`src/rtl/req_frontend_if.sv`:
```
// Bus bundle for the request front-end: raw keys, arbiter grants and the
// overflow clear go in; request levels, pending counts and overflow come out.
interface req_frontend_if #(
  parameter int CNT_W = 3
);
  // Raw push-button inputs (asynchronous to clk)
  logic             key_a;
  logic             key_b;
  logic             key_c;
  // One-cycle grant pulses from the arbiter
  logic             trg_a;
  logic             trg_b;
  logic             trg_c;
  // Clears all sticky overflow flags
  logic             ovf_clr;
  // Request levels towards the arbiter
  logic             a;
  logic             b;
  logic             c;
  // Pending request counts
  logic [CNT_W-1:0] pend_a;
  logic [CNT_W-1:0] pend_b;
  logic [CNT_W-1:0] pend_c;
  // Sticky overflow flags, [2]=c [1]=b [0]=a
  logic [2:0]       ovf;

  // Driver side (arbiter plus buttons)
  modport master (
    output key_a, key_b, key_c,
    output trg_a, trg_b, trg_c,
    output ovf_clr,
    input  a, b, c,
    input  pend_a, pend_b, pend_c,
    input  ovf
  );

  // Front-end side
  modport slave (
    input  key_a, key_b, key_c,
    input  trg_a, trg_b, trg_c,
    input  ovf_clr,
    output a, b, c,
    output pend_a, pend_b, pend_c,
    output ovf
  );
endinterface

```
`src/rtl/req_frontend.sv`:
```
// Request front-end: per channel a 2-flop synchroniser, a debouncer with a
// press detector, and a saturating pending counter that is retired by
// arbiter grants. Request levels are decoded straight from the counters.
module req_frontend #(
  parameter int DEB_CYCLES     = 50000,
  parameter int CNT_W          = 3,
  parameter int KEY_ACTIVE_LOW = 1
) (
  input  logic           clk,
  input  logic           rst,
  req_frontend_if.slave  bus
);

  localparam int NCH = 3;
  localparam int DW  = (DEB_CYCLES > 2) ? $clog2(DEB_CYCLES) : 1;
  localparam logic [DW-1:0]    DEB_LAST = DW'(DEB_CYCLES - 1);
  localparam logic [CNT_W-1:0] PEND_MAX = {CNT_W{1'b1}};
  localparam logic [CNT_W-1:0] PEND_ONE = CNT_W'(1);

  // Channel vectors, index 0=a 1=b 2=c
  logic [NCH-1:0]            key_raw;
  logic [NCH-1:0]            trg_v;
  logic [NCH-1:0]            req_v;
  logic [NCH-1:0]            ovf_v;
  logic [NCH-1:0][CNT_W-1:0] pend_v;

  assign key_raw = {bus.key_c, bus.key_b, bus.key_a};
  assign trg_v   = {bus.trg_c, bus.trg_b, bus.trg_a};

  genvar gi;
  generate
    for (gi = 0; gi < NCH; gi++) begin : g_ch
      logic          key_norm;
      logic          s1_q;
      logic          s2_q;
      logic          stable_q;
      logic          stable_d;
      logic [DW-1:0] dcnt_q;
      logic [DW-1:0] dcnt_d;
      logic          evt;
      logic [CNT_W-1:0] pend_q;
      logic [CNT_W-1:0] pend_d;
      logic          ovf_q;
      logic          ovf_d;
      logic          ovf_set;

      // Normalise polarity before synchronising so everything inside is 1 = pressed
      assign key_norm = (KEY_ACTIVE_LOW != 0) ? ~key_raw[gi] : key_raw[gi];

      // Two-flop synchroniser for the asynchronous button input
      always_ff @(posedge clk or negedge rst) begin
        if (!rst) begin
          s1_q <= 1'b0;
          s2_q <= 1'b0;
        end else begin
          s1_q <= key_norm;
          s2_q <= s1_q;
        end
      end

      // Debounce: accept a new level only after DEB_CYCLES consecutive disagreeing samples
      always_comb begin
        stable_d = stable_q;
        dcnt_d   = dcnt_q;
        evt      = 1'b0;
        if (s2_q == stable_q) begin
          dcnt_d = '0;
        end else if (dcnt_q == DEB_LAST) begin
          stable_d = s2_q;
          dcnt_d   = '0;
          // Only the released-to-pressed acceptance counts as a press
          evt      = s2_q;
        end else begin
          dcnt_d = dcnt_q + 1'b1;
        end
      end

      // Debouncer state registers
      always_ff @(posedge clk or negedge rst) begin
        if (!rst) begin
          stable_q <= 1'b0;
          dcnt_q   <= '0;
        end else begin
          stable_q <= stable_d;
          dcnt_q   <= dcnt_d;
        end
      end

      // Pending counter: a press and a grant in the same cycle cancel out
      always_comb begin
        pend_d  = pend_q;
        ovf_set = 1'b0;
        if (evt && !trg_v[gi]) begin
          if (pend_q == PEND_MAX) begin
            ovf_set = 1'b1;
          end else begin
            pend_d = pend_q + PEND_ONE;
          end
        end else if (!evt && trg_v[gi]) begin
          // A grant with nothing pending is a stray and is ignored
          if (pend_q != '0) begin
            pend_d = pend_q - PEND_ONE;
          end
        end
        // A new overflow outranks a simultaneous clear
        if (ovf_set) begin
          ovf_d = 1'b1;
        end else if (bus.ovf_clr) begin
          ovf_d = 1'b0;
        end else begin
          ovf_d = ovf_q;
        end
      end

      // Pending count and sticky overflow registers
      always_ff @(posedge clk or negedge rst) begin
        if (!rst) begin
          pend_q <= '0;
          ovf_q  <= 1'b0;
        end else begin
          pend_q <= pend_d;
          ovf_q  <= ovf_d;
        end
      end

      assign pend_v[gi] = pend_q;
      assign ovf_v[gi]  = ovf_q;
      // Request is a pure decode of the registered count, no extra stage
      assign req_v[gi]  = (pend_q != '0);
    end
  endgenerate

  assign bus.a      = req_v[0];
  assign bus.b      = req_v[1];
  assign bus.c      = req_v[2];
  assign bus.pend_a = pend_v[0];
  assign bus.pend_b = pend_v[1];
  assign bus.pend_c = pend_v[2];
  assign bus.ovf    = ovf_v;

endmodule

```
`src/flat_wrapper.sv`:
```
// flat-port wrapper written by rule: the top's interface ports become plain ports
module req_frontend_flat 
#(
  parameter int DEB_CYCLES     = 50000,
  parameter int CNT_W          = 3,
  parameter int KEY_ACTIVE_LOW = 1
)
  (clk, rst, bus_key_a, bus_key_b, bus_key_c, bus_trg_a, bus_trg_b, bus_trg_c, bus_ovf_clr, bus_a, bus_b, bus_c, bus_pend_a, bus_pend_b, bus_pend_c, bus_ovf);
  req_frontend_if #(.CNT_W(CNT_W)) bus_i ();
  input  logic clk;
  input  logic rst;
  input wire logic [$bits(bus_i.key_a)-1:0] bus_key_a;
  input wire logic [$bits(bus_i.key_b)-1:0] bus_key_b;
  input wire logic [$bits(bus_i.key_c)-1:0] bus_key_c;
  input wire logic [$bits(bus_i.trg_a)-1:0] bus_trg_a;
  input wire logic [$bits(bus_i.trg_b)-1:0] bus_trg_b;
  input wire logic [$bits(bus_i.trg_c)-1:0] bus_trg_c;
  input wire logic [$bits(bus_i.ovf_clr)-1:0] bus_ovf_clr;
  output wire logic [$bits(bus_i.a)-1:0] bus_a;
  output wire logic [$bits(bus_i.b)-1:0] bus_b;
  output wire logic [$bits(bus_i.c)-1:0] bus_c;
  output wire logic [$bits(bus_i.pend_a)-1:0] bus_pend_a;
  output wire logic [$bits(bus_i.pend_b)-1:0] bus_pend_b;
  output wire logic [$bits(bus_i.pend_c)-1:0] bus_pend_c;
  output wire logic [$bits(bus_i.ovf)-1:0] bus_ovf;
  assign bus_i.key_a = bus_key_a;
  assign bus_i.key_b = bus_key_b;
  assign bus_i.key_c = bus_key_c;
  assign bus_i.trg_a = bus_trg_a;
  assign bus_i.trg_b = bus_trg_b;
  assign bus_i.trg_c = bus_trg_c;
  assign bus_i.ovf_clr = bus_ovf_clr;
  assign bus_a = bus_i.a;
  assign bus_b = bus_i.b;
  assign bus_c = bus_i.c;
  assign bus_pend_a = bus_i.pend_a;
  assign bus_pend_b = bus_i.pend_b;
  assign bus_pend_c = bus_i.pend_c;
  assign bus_ovf = bus_i.ovf;
  req_frontend #(.DEB_CYCLES(DEB_CYCLES), .CNT_W(CNT_W), .KEY_ACTIVE_LOW(KEY_ACTIVE_LOW)) u_core (.clk(clk), .rst(rst), .bus(bus_i));
endmodule
```
`config.mk`:
```
export PLATFORM = sky130hd
export DESIGN_NAME = req_frontend_flat
export DESIGN_NICKNAME = d
export VERILOG_FILES = /design/src/rtl/req_frontend_if.sv /design/src/rtl/req_frontend.sv /design/src/flat_wrapper.sv
export SDC_FILE = /design/constraint.sdc
export NUM_CORES = 1
export LEC_CHECK = 0
export CAP_MARGIN = 20
export CORE_MARGIN = 4
export CORE_UTILIZATION = 68
export DETAILED_ROUTE_END_ITERATION = 10
export DONT_BUFFER_PORTS = 1
export GPL_TIMING_DRIVEN = 0
export PLACE_DENSITY_LB_ADDON = 0.3
export SYNTH_ARGS = -nofsm -noshare
export SYNTH_HDL_FRONTEND = slang
export SYNTH_SLANG_ARGS = --single-unit
export TNS_END_PERCENT = 1
```
`constraint.sdc`:
```
create_clock -name clk -period 7.8 [get_ports clk]
set_clock_uncertainty 0.2 [all_clocks]
set_input_delay 0.39 -clock clk [delete_from_list [all_inputs] [get_ports clk]]
set_output_delay 0.39 -clock clk [all_outputs]
set_load 0.05 [all_outputs]
```
==> flow_summary.yaml, run 1 <==
drt:
  wl_per_cell_um: 15.9
  firstDrtPassIters: 4
  wl_mm: 7.44
  via_per_inst: 6.01
  met2WireLength_mm: 3.70
  dr_wl_met3_um: 421
  highest_layer: "met4"
  antenna_left: 0
  drtIter0Drc: 177
  met1Wirelength_mm: 3.13
  drc: 0
  vias: 2809
synthesis:
  ys_seq_area_frac: 0.463
  yosysUniqueCellTypes: 53
  synth_edf_count: 0
  syn_inst: 375
  ys_seq_elements: 69
  syn-cell-area_sq_um: 3730
  synthArstFlopShare: 1.00
  synth_top_flop_cell: "dfrtp_1"
  yosys_warnings: 0
  syn-num-nets: 390
  post_synth.cell_area_avg_sq_um: 9.94
setup_path:
  slowest_delay_ps: 530
  cp_max_fo: 9
  reg2regPathDepth: 8
  crit_type: "flop to flop"
  slowest_stage: "fa_1"
  cp_cell_sequence: "nor4b_4 > nand3_4 > nor3_1 > inv_1 > fa_1 > or4_1 > a21oi_1 > a211oi_1"
  setup.worst_path.start_class: "flop"
  worst_ep_required_time_ps: 7820
  crit_path_end_kind: "flop"
  worstPathArrival_ps: 3170
clock_tree:
  cts_resized: 0
  tritoncts: "done"
  clkTransAtPathRegs_ps: 70
  ctsLongestPathBuffers: 2
  clk_latency_ps: 350
  cts_buffers: 9
  htreeDepth: 3
  root_buffer: "clkbuf_8"
  clkSinkCount: 69
timing:
  worst_slack_ps: 4650
  maxSlewHeadroom: 0.469
  worst_hold_slack_ps: 33.7
  layout_min_cycle_time_ps: 3150
  min_period_over_period: 0.403
  fmax_mhz: 318
  fin_setup_tns_ps: 0
  finalHoldViolations: 0
  worst_pin_slew_ps: 797
  rsz0062_at_grt: "false"
  slew_violations: 0
  setup_viol: 0
min_path:
  hold_path_class: "input pin to flop"
  holdPathStages: 2
final_layout:
  drive_above_1_share: 0.106
  fillers: 340
  fin_nets: 407
  stdcell_count: 467
  final_core_util: 0.789
  insertedDiodeCount: 0
  fin_area_sq_um: 4110
  area_growth_pct: 10.3
global_route:
  grt_usage: 0.252
  grt_pass1_vias: 2781
  grt_pass1_wl_mm: 12.7
  grt_max_degree: 70
  gr-total-overflow: 0
  antenna_found_initial: 0
pwr:
  p_per_area_nw_per_um2: 261
  power.total_mw: 1.07
  p_leak_nw: 1.73
  ir_worst_vdd_v: 0.000261
die:
  fp.coreArea_sq_um: 5200
  rows: 26
  die_w_um: 82.0
  ios: 24
  start_util: 0.716
  dieArea_sq_um: 6730
  die_y_um: 82.0
flow_run:
  cap_violations: 0
placement:
  routabilityCongestion: 0.821
  place_ws_ps: 4720
  portBuffers: 0
  dp_hpwl_mm: 5.07
  dp_cells: 445
  placed_area_sq_um: 3810
status:
  status: "completed"
[registers in the layout, summed over array words and instances, names as in the netlist]
register              cells
u_core.bus.pend_a         3
u_core.bus.pend_b         3
u_core.bus.pend_c         3
u_core.g_ch.dcnt_q       48
u_core.g_ch.ovf_q         3
u_core.g_ch.s1_q          3
u_core.g_ch.s2_q          3
u_core.g_ch.stable_q      3
[worst paths after layout]
check                           slack [ps]                    to                      from
max in group asynchronous             6710  u_core.bus.pend_c[2]                       rst
worst max register to register        4650  u_core.bus.pend_a[1]  u_core.g_ch[0].dcnt_q[4]
worst min-delay path                    30  u_core.bus.pend_b[1]                 bus_trg_b
min in group asynchronous              410  u_core.bus.pend_a[2]                       rst
worst min register to register         150   u_core.g_ch[1].s2_q       u_core.g_ch[1].s1_q
worst max-delay path                  4650  u_core.bus.pend_a[1]  u_core.g_ch[0].dcnt_q[4]
[power breakdown]
group | internal, mW | total (mW) | switching [mW] | leakage (nW)
combinational | 0.0977 | 0.243 | 0.145 | 0.700
clock | 0.190 | 0.316 | 0.126 | 0.108
sequential | 0.384 | 0.514 | 0.130 | 0.926
[critical path, delay by kind of cell, from the launching register on]
| kind | cells | cell delay (ps) |
|---|---|---|
| adder cells (fa/ha/maj) | 1 | 530 |
| buffers and inverters | 1 | 140 |
| AO/OA/AOI/OAI | 2 | 220 |
| flip-flops | 1 | 450 |
| AND/OR/NAND/NOR | 4 | 1470 |
[cell type report]
cell class / count / area (sq um) / share of cell area
multi-input combinational: 275 / 1860 / 0.453
sequential: 69 / 1730 / 0.420
clock buffer: 13 / 149 / 0.0362
tap: 70 / 87.6 / 0.0213
buffer: 16 / 80.1 / 0.0195
timing repair buffer: 6 / 77.6 / 0.0189
clock inverter: 3 / 68.8 / 0.0167
inverter: 15 / 56.3 / 0.0137
[layout by cell type, fill, tap and decap left out, types with 10 or more instances in the layout]
| master | instances |
|---|---|
| a21oi_1 | 10 |
| and3_1 | 11 |
| clkbuf_1 | 10 |
| clkbuf_8 | 10 |
| dfrtp_1 | 69 |
| inv_1 | 15 |
| nand2_1 | 18 |
| nand3_1 | 14 |
| nand4_1 | 13 |
| nor2_1 | 51 |
| nor4_1 | 10 |
| o21ai_0 | 12 |
| or3_1 | 11 |
| xnor2_1 | 20 |
| xor2_1 | 21 |
[cell usage after synthesis (3+ instances only)]
master    instances  share of area
nor3_1            7         0.0094
nor2_1           51          0.051
and4bb_2          4          0.013
xnor2_1          20          0.047
and4_1            5          0.012
o211a_1           4          0.011
nand4_1          13          0.022
xor2_1           21          0.049
inv_1            15          0.015
or3_1            11          0.018
fa_1              3          0.016
o21a_1            4         0.0081
mux2_2            3         0.0091
o21ai_0          12          0.016
a21oi_1          10          0.013
nand2_1          18          0.018
a211oi_1          3         0.0060
o22ai_1           3         0.0050
nand3_1          14          0.019
and3_1           11          0.018
or4_1             4         0.0081
o21bai_1          3         0.0060
ha_1              3          0.010
nor4_1           10          0.017
nand2b_1          5         0.0084
dfrtp_1          69           0.46
clkbuf_1          7         0.0071
and2_1            4         0.0067
buf_4             4         0.0081
buf_2             4         0.0054
[routing by layer]
layer,GRT usage,vias to the layer above
li1,-,1370
met1,0.296,1346
met2,0.424,75
met3,0.0691,18
met4,0.126,0
met5,0,-
[timing repair]
item,4_1_cts,5_1_grt
hold buffers,6,0
buffers inserted,0,0
hold endpoints to repair,75,0
[cell families (layout without fill, tap and decap cells)]
| kind of cell | count (synthesis) | in the layout | synth area share |
|---|---|---|---|
| AO/OA/AOI/OAI | 49 | 49 | 0.0910 |
| XOR/XNOR | 41 | 41 | 0.0964 |
| adder cells (fa/ha/maj) | 6 | 6 | 0.0262 |
| buffers and inverters | 31 | 53 | 0.0366 |
| flip-flops | 69 | 69 | 0.463 |
| multiplexers | 5 | 5 | 0.0144 |
| AND/OR/NAND/NOR | 174 | 174 | 0.272 |
(Power assumes the default switching activity.)
==> inputs of run 2 (changes only) <==
--- a/config.mk
+++ b/config.mk
@@ -7,7 +7,7 @@
 export LEC_CHECK = 0
 export CAP_MARGIN = 20
 export CORE_MARGIN = 4
-export CORE_UTILIZATION = 68
+export CORE_UTILIZATION = 57
 export DETAILED_ROUTE_END_ITERATION = 10
 export DONT_BUFFER_PORTS = 1
 export GPL_TIMING_DRIVEN = 0
==> constraint.sdc (replaced) <==
create_clock -name clk -period 2.6 [get_ports clk]
set_clock_uncertainty 0.2 [all_clocks]
set_input_delay 0.13 -clock clk [delete_from_list [all_inputs] [get_ports clk]]
set_output_delay 0.13 -clock clk [all_outputs]
set_load 0.05 [all_outputs]
==> run 2 against run 1 <==
  * The run now ends with negative setup slack left
  * Register-to-register slack got worse by 4700 ps
  * Via count increased by 4.2%
  * Largest cell class unchanged
  * Flip-flop and latch count is the same
  * Global-route usage is 4.4 points lower
  * Highest routed layer unchanged
  * First-iteration DRC count decreased by 4.5%
  * Maximum frequency grew 18%
  * Combinational power rose to 3.5 times the previous value
  * Critical path depth did not move
==> flow_summary.yaml, run 2 (same netlist as run 1, synthesis figures left out) <==
die:
  die_w_um: 88.9
  fp.coreArea_sq_um: 6350
  ios: 24
  die_y_um: 88.9
  rows: 29
  dieArea_sq_um: 7890
  start_util: 0.587
final_layout:
  final_common_cell: "dfrtp_1"
  area_growth_pct: 18.7
  fin_area_sq_um: 4420
  drive_above_1_share: 0.220
  mostFrequentLayoutCells: "62 x dfrtp_1, 50 x nor2_1, 25 x buf_4"
  regMostFlops: "u_core.g_ch.dcnt_q"
  largest_register_ff_count: 48
  stdcell_count: 499
  insertedDiodeCount: 0
  fin_nets: 432
timing:
  slew_violations: 0
  setup_viol: 3
  worst_pin_slew_ps: 753
  fin_setup_tns_ps: -122
  worst_slack_ps: -67.6
  layout_min_cycle_time_ps: 2670
  fmax_mhz: 375
  maxSlewHeadroom: 0.498
  min_period_over_period: 1.03
  rsz0062_at_grt: "true"
  finalHoldViolations: 0
setup_path:
  worst_ep_required_time_ps: 2620
  worstPathArrival_ps: 2690
  cp.depth: 8
  slowest_stage: "fa_1"
  cp_max_fo: 5
  crit_path_end_kind: "flop"
  slowest_delay_ps: 480
  reg2reg_slack_ps: -70
  reg2regPathDepth: 8
  r2r_start: "u_core.g_ch[0].dcnt_q[7]"
  crit_type: "flop to flop"
  timing.rr.end: "u_core.bus.pend_a[1]"
  setup.worst_path.start_class: "flop"
  cp_cell_sequence: "nor4b_4 > nand3_4 > nor3_4 > inv_2 > fa_1 > or4_1 > a21oi_1 > a211oi_2"
  timing.critical_path.buf_inv: 1
  critPathTopFamily: "simple AND/OR/NAND/NOR gates"
global_route:
  grt_usage: 0.209
  grt_pass1_wl_mm: 12.8
  grt_max_degree: 70
  grt_pass1_vias: 2779
  antenna_found_initial: 0
  gr-total-overflow: 0
placement:
  dp_cells: 452
  routabilityCongestion: 0.838
  dp_hpwl_mm: 4.70
  portBuffers: 0
  placed_area_sq_um: 3830
drt:
  drtIter0Drc: 169
  wl_per_cell_um: 15.1
  via_per_inst: 5.87
  drc: 0
  wl_mm: 7.53
  firstDrtPassIters: 4
  antenna_left: 0
  vias: 2928
clock_tree:
  clkTransAtPathRegs_ps: 80
  tritoncts: "done"
  clk_latency_ps: 340
  root_buffer: "clkbuf_8"
  ctsLongestPathBuffers: 2
  cts_buffers: 9
  clkSinkCount: 69
  htreeDepth: 3
pwr:
  power.total_mw: 3.18
  p_per_area_nw_per_um2: 720
  ir_worst_vdd_v: 0.000745
  p_leak_nw: 1.86
min_path:
  min_from: "bus_trg_b"
  hold_path_class: "input pin to flop"
  min_to: "u_core.bus.pend_b[1]"
  holdPathStages: 4
status:
  status: "complete, but fails checks"
  violations: "negative setup slack"
flow_run:
  cap_violations: 0
## run 2: cell types whose count changed in the layout (fill, tap and decap cells not counted), moves of 3 or more
cell / before / now
buf_4: 4 / 25
dfrtp_1: 69 / 62
dfrtp_2: 0 / 7
and3_4: 0 / 3
clkinv_2: 0 / 3
dlygate4sd3_1: 5 / 8
ha_1: 3 / 0
nor4_1: 10 / 7
o21ai_0: 12 / 9
o21ai_1: 0 / 3
## run 2: final cells by class
type / instances / area (sq um)
plain buffers: 16 / 80.1
clock buffers: 12 / 155
clock inverters: 4 / 22.5
fillers: 461 / 1930
inverters: 15 / 56.3
multi-input cells: 275 / 2000
flip-flops and latches: 69 / 1740
well taps: 77 / 96.3
repair buffers: 31 / 277
## run 2: worst max-delay path by stage
stage	from	endpoint	slack (ps)
after detailed placement	u_core.g_ch[1].dcnt_q[0]	u_core.bus.pend_b[1]	-420
after floorplan	u_core.g_ch[1].dcnt_q[0]	u_core.bus.pend_b[1]	-140
after CTS	u_core.g_ch[2].dcnt_q[12]	u_core.bus.pend_c[1]	-140
after global placement	u_core.g_ch[1].dcnt_q[0]	u_core.bus.pend_b[1]	-380
after global routing	u_core.g_ch[0].dcnt_q[7]	u_core.bus.pend_a[1]	-180
final	u_core.g_ch[0].dcnt_q[7]	u_core.bus.pend_a[1]	-70
## run 2: worst reg2reg max path: cells and delay by family (launching register included)
family | cells | cell delay [ps]
simple gates | 4 | 1100
flops | 1 | 450
fa+ha+maj | 1 | 490
buf+inv | 1 | 60
compound gates | 2 | 250
## run 2: repair_timing
item	CTS	global route
pin swaps	15	15
resized for setup	18	19
setup buffers	13	9
hold buffers	9	0
setup endpoints to repair	6	6
cloned	0	0
hold endpoints to repair	80	0
## run 2: through the flow
step / util / worst slack (ps) / hold slack (ps)
2_1_floorplan: - / -140 / -366
3_3_place_gp: 0.603 / -385 / -363
3_5_place_dp: 0.603 / -420 / -363
4_1_cts: 0.675 / -137 / 30.6
5_1_grt: 0.697 / -182 / 24.1
6_report: 0.697 / -67.6 / 38.1
## run 2: per-layer routing
metal,track usage,share of wire,vias up
met5,0,0,-
met4,0.0646,0.011,0
met3,0.0670,0.039,9
met2,0.321,0.50,46
met1,0.282,0.45,1454
li1,-,-,1419
## run 2: where the power goes
part,internal [mW],switching [mW],total [mW]
clock network,0.394,0.397,0.791
registers,1.15,0.378,1.53
logic,0.382,0.480,0.862
==> inputs of run 3 (changes only) <==
==> constraint.sdc (replaced) <==
create_clock -name clk -period 2.45 [get_ports clk]
set_clock_uncertainty 0.2 [all_clocks]
set_input_delay 0.1225 -clock clk [delete_from_list [all_inputs] [get_ports clk]]
set_output_delay 0.1225 -clock clk [all_outputs]
set_load 0.05 [all_outputs]
==> run 3 against run 2 <==
  * The flow still finishes with violations (negative setup slack)
  * Non-clock buffer count down 4
  * Register-to-register slack got worse by 120 ps
  * Routed wire length decreased by 0.56%
  * Highest routed layer unchanged
==> flow_summary.yaml, run 3 (same netlist as run 1, synthesis figures left out) <==
die:
  start_util: 0.587
  dieArea_sq_um: 7890
  ios: 24
  die_w_um: 88.9
  rows: 29
  die_y_um: 88.9
  fp.coreArea_sq_um: 6350
setup_path:
  reg2reg_slack_ps: -190
  worstPathArrival_ps: 2690
  worst_ep_required_time_ps: 2500
  timing.critical_path.buf_inv: 0
  crit_path_end_kind: "flop"
  cp_max_fo: 3
  slowest_stage: "fa_2"
  slowest_delay_ps: 570
  timing.rr.end: "u_core.bus.pend_c[1]"
  setup.worst_path.start_class: "flop"
  crit_type: "flop to flop"
  critPathTopFamily: "simple AND/OR/NAND/NOR gates"
  reg2regPathDepth: 7
  crit_start: "u_core.g_ch[2].dcnt_q[13]"
  r2r_start: "u_core.g_ch[2].dcnt_q[13]"
  cp_cell_sequence: "nor4bb_4 > nand4_1 > or3_4 > fa_2 > o21ai_1 > o311a_1 > nor4b_2"
global_route:
  gr-total-overflow: 0
  grt_max_degree: 70
  grt_pass1_vias: 2770
  antenna_found_initial: 0
  grt_pass1_wl_mm: 12.9
  grt_usage: 0.212
final_layout:
  fin_area_sq_um: 4380
  fillers: 468
  fin_nets: 428
  drive_above_1_share: 0.201
  area_growth_pct: 17.6
  mostFrequentLayoutCells: "64 x dfrtp_1, 51 x nor2_1, 22 x buf_4"
  stdcell_count: 495
  insertedDiodeCount: 0
  largest_register_ff_count: 48
  regMostFlops: "u_core.g_ch.dcnt_q"
  final_common_cell: "dfrtp_1"
timing:
  fmax_mhz: 379
  min_period_over_period: 1.08
  worst_pin_slew_ps: 753
  worst_hold_slack_ps: 23.0
  slew_violations: 0
  rsz0062_at_grt: "true"
  maxSlewHeadroom: 0.498
  setup_viol: 4
  layout_min_cycle_time_ps: 2640
  worst_slack_ps: -188
  fin_setup_tns_ps: -470
  finalHoldViolations: 0
pwr:
  swShare: 0.393
  pwr-share-clk: 0.252
  p_leak_nw: 1.84
  seqPwrFrac: 0.490
  p_per_area_nw_per_um2: 757
  ir_worst_vdd_v: 0.000790
  combPwrFrac: 0.258
  p_int_mw: 2.01
  p_sw_mw: 1.30
clock_tree:
  htreeDepth: 3
  tritoncts: "done"
  clkTransAtPathRegs_ps: 80
  ctsLongestPathBuffers: 2
  cts_buffers: 9
  root_buffer: "clkbuf_8"
  clk_latency_ps: 340
  clkSinkCount: 69
drt:
  wl_mm: 7.49
  via_per_inst: 5.85
  drtIter0Drc: 176
  vias: 2897
  antenna_left: 0
  wl_per_cell_um: 15.1
  firstDrtPassIters: 4
  drc: 0
min_path:
  min_to: "u_core.bus.pend_b[1]"
  min_from: "bus_trg_b"
  hold_path_class: "input pin to flop"
  holdPathStages: 4
status:
  status: "complete, but fails checks"
  violations: "negative setup slack"
placement:
  portBuffers: 0
  routabilityCongestion: 0.838
  dp_hpwl_mm: 4.70
  place_ws_ps: -570
  dp_cells: 452
  placed_area_sq_um: 3830
flow_run:
  cap_violations: 0
## run 3: power by group through the flow
stage	combinational, mW	clock (mW)	sequential (mW)
6_report	0.855	0.837	1.62
3_5_place_dp	0.705	0	1.64
5_1_grt	0.949	0.915	1.65
2_1_floorplan	0.605	0	1.61
3_3_place_gp	0.689	0	1.64
4_1_cts	0.813	0.865	1.62
## run 3: final cells by class
type / count / area, sq um / area share
Buffer: 16 / 80.1 / 0.0183
Clock buffer: 12 / 155 / 0.0354
Clock inverter: 4 / 22.5 / 0.00514
Inverter: 15 / 56.3 / 0.0128
Multi-Input combinational cell: 275 / 2000 / 0.455
Sequential cell: 69 / 1730 / 0.395
Tap cell: 77 / 96.3 / 0.0220
Timing Repair Buffer: 27 / 243 / 0.0554
## run 3: worst min-delay path: cells and delay by family
kind / cells / cell delay [ps]
compound gates: 3 / 360
simple gates: 1 / 20
## run 3: worst max path at each step
stage / cells past startpoint / slack (ps) / endpoint
final: 7 / -190 / u_core.bus.pend_c[1]
after global routing: 10 / -330 / u_core.bus.pend_a[1]
after CTS: 7 / -290 / u_core.bus.pend_c[1]
after detailed placement: 9 / -570 / u_core.bus.pend_b[1]
after global placement: 9 / -530 / u_core.bus.pend_b[1]
after floorplan: 9 / -290 / u_core.bus.pend_b[1]
## run 3: stage by stage
step                      utilization  power, mW
final                           0.690       3.32
after global routing            0.690       3.51
after CTS                       0.676       3.30
after detailed placement        0.603       2.35
after global placement          0.603       2.33
after floorplan                     -       2.21
## run 3: routing by layer
metal,share of wire,global-route usage
met1,0.45,0.284
met2,0.49,0.328
met3,0.042,0.0670
met4,0.016,0.0728
met5,0,0
## run 3: repair_timing
action / in CTS / in global routing
hold endpoints to repair: 80 / 0
hold buffers: 9 / 0
gates resized for setup: 21 / 12
setup buffers: 13 / 5
setup endpoints to repair: 6 / 7
pin swaps: 17 / 10
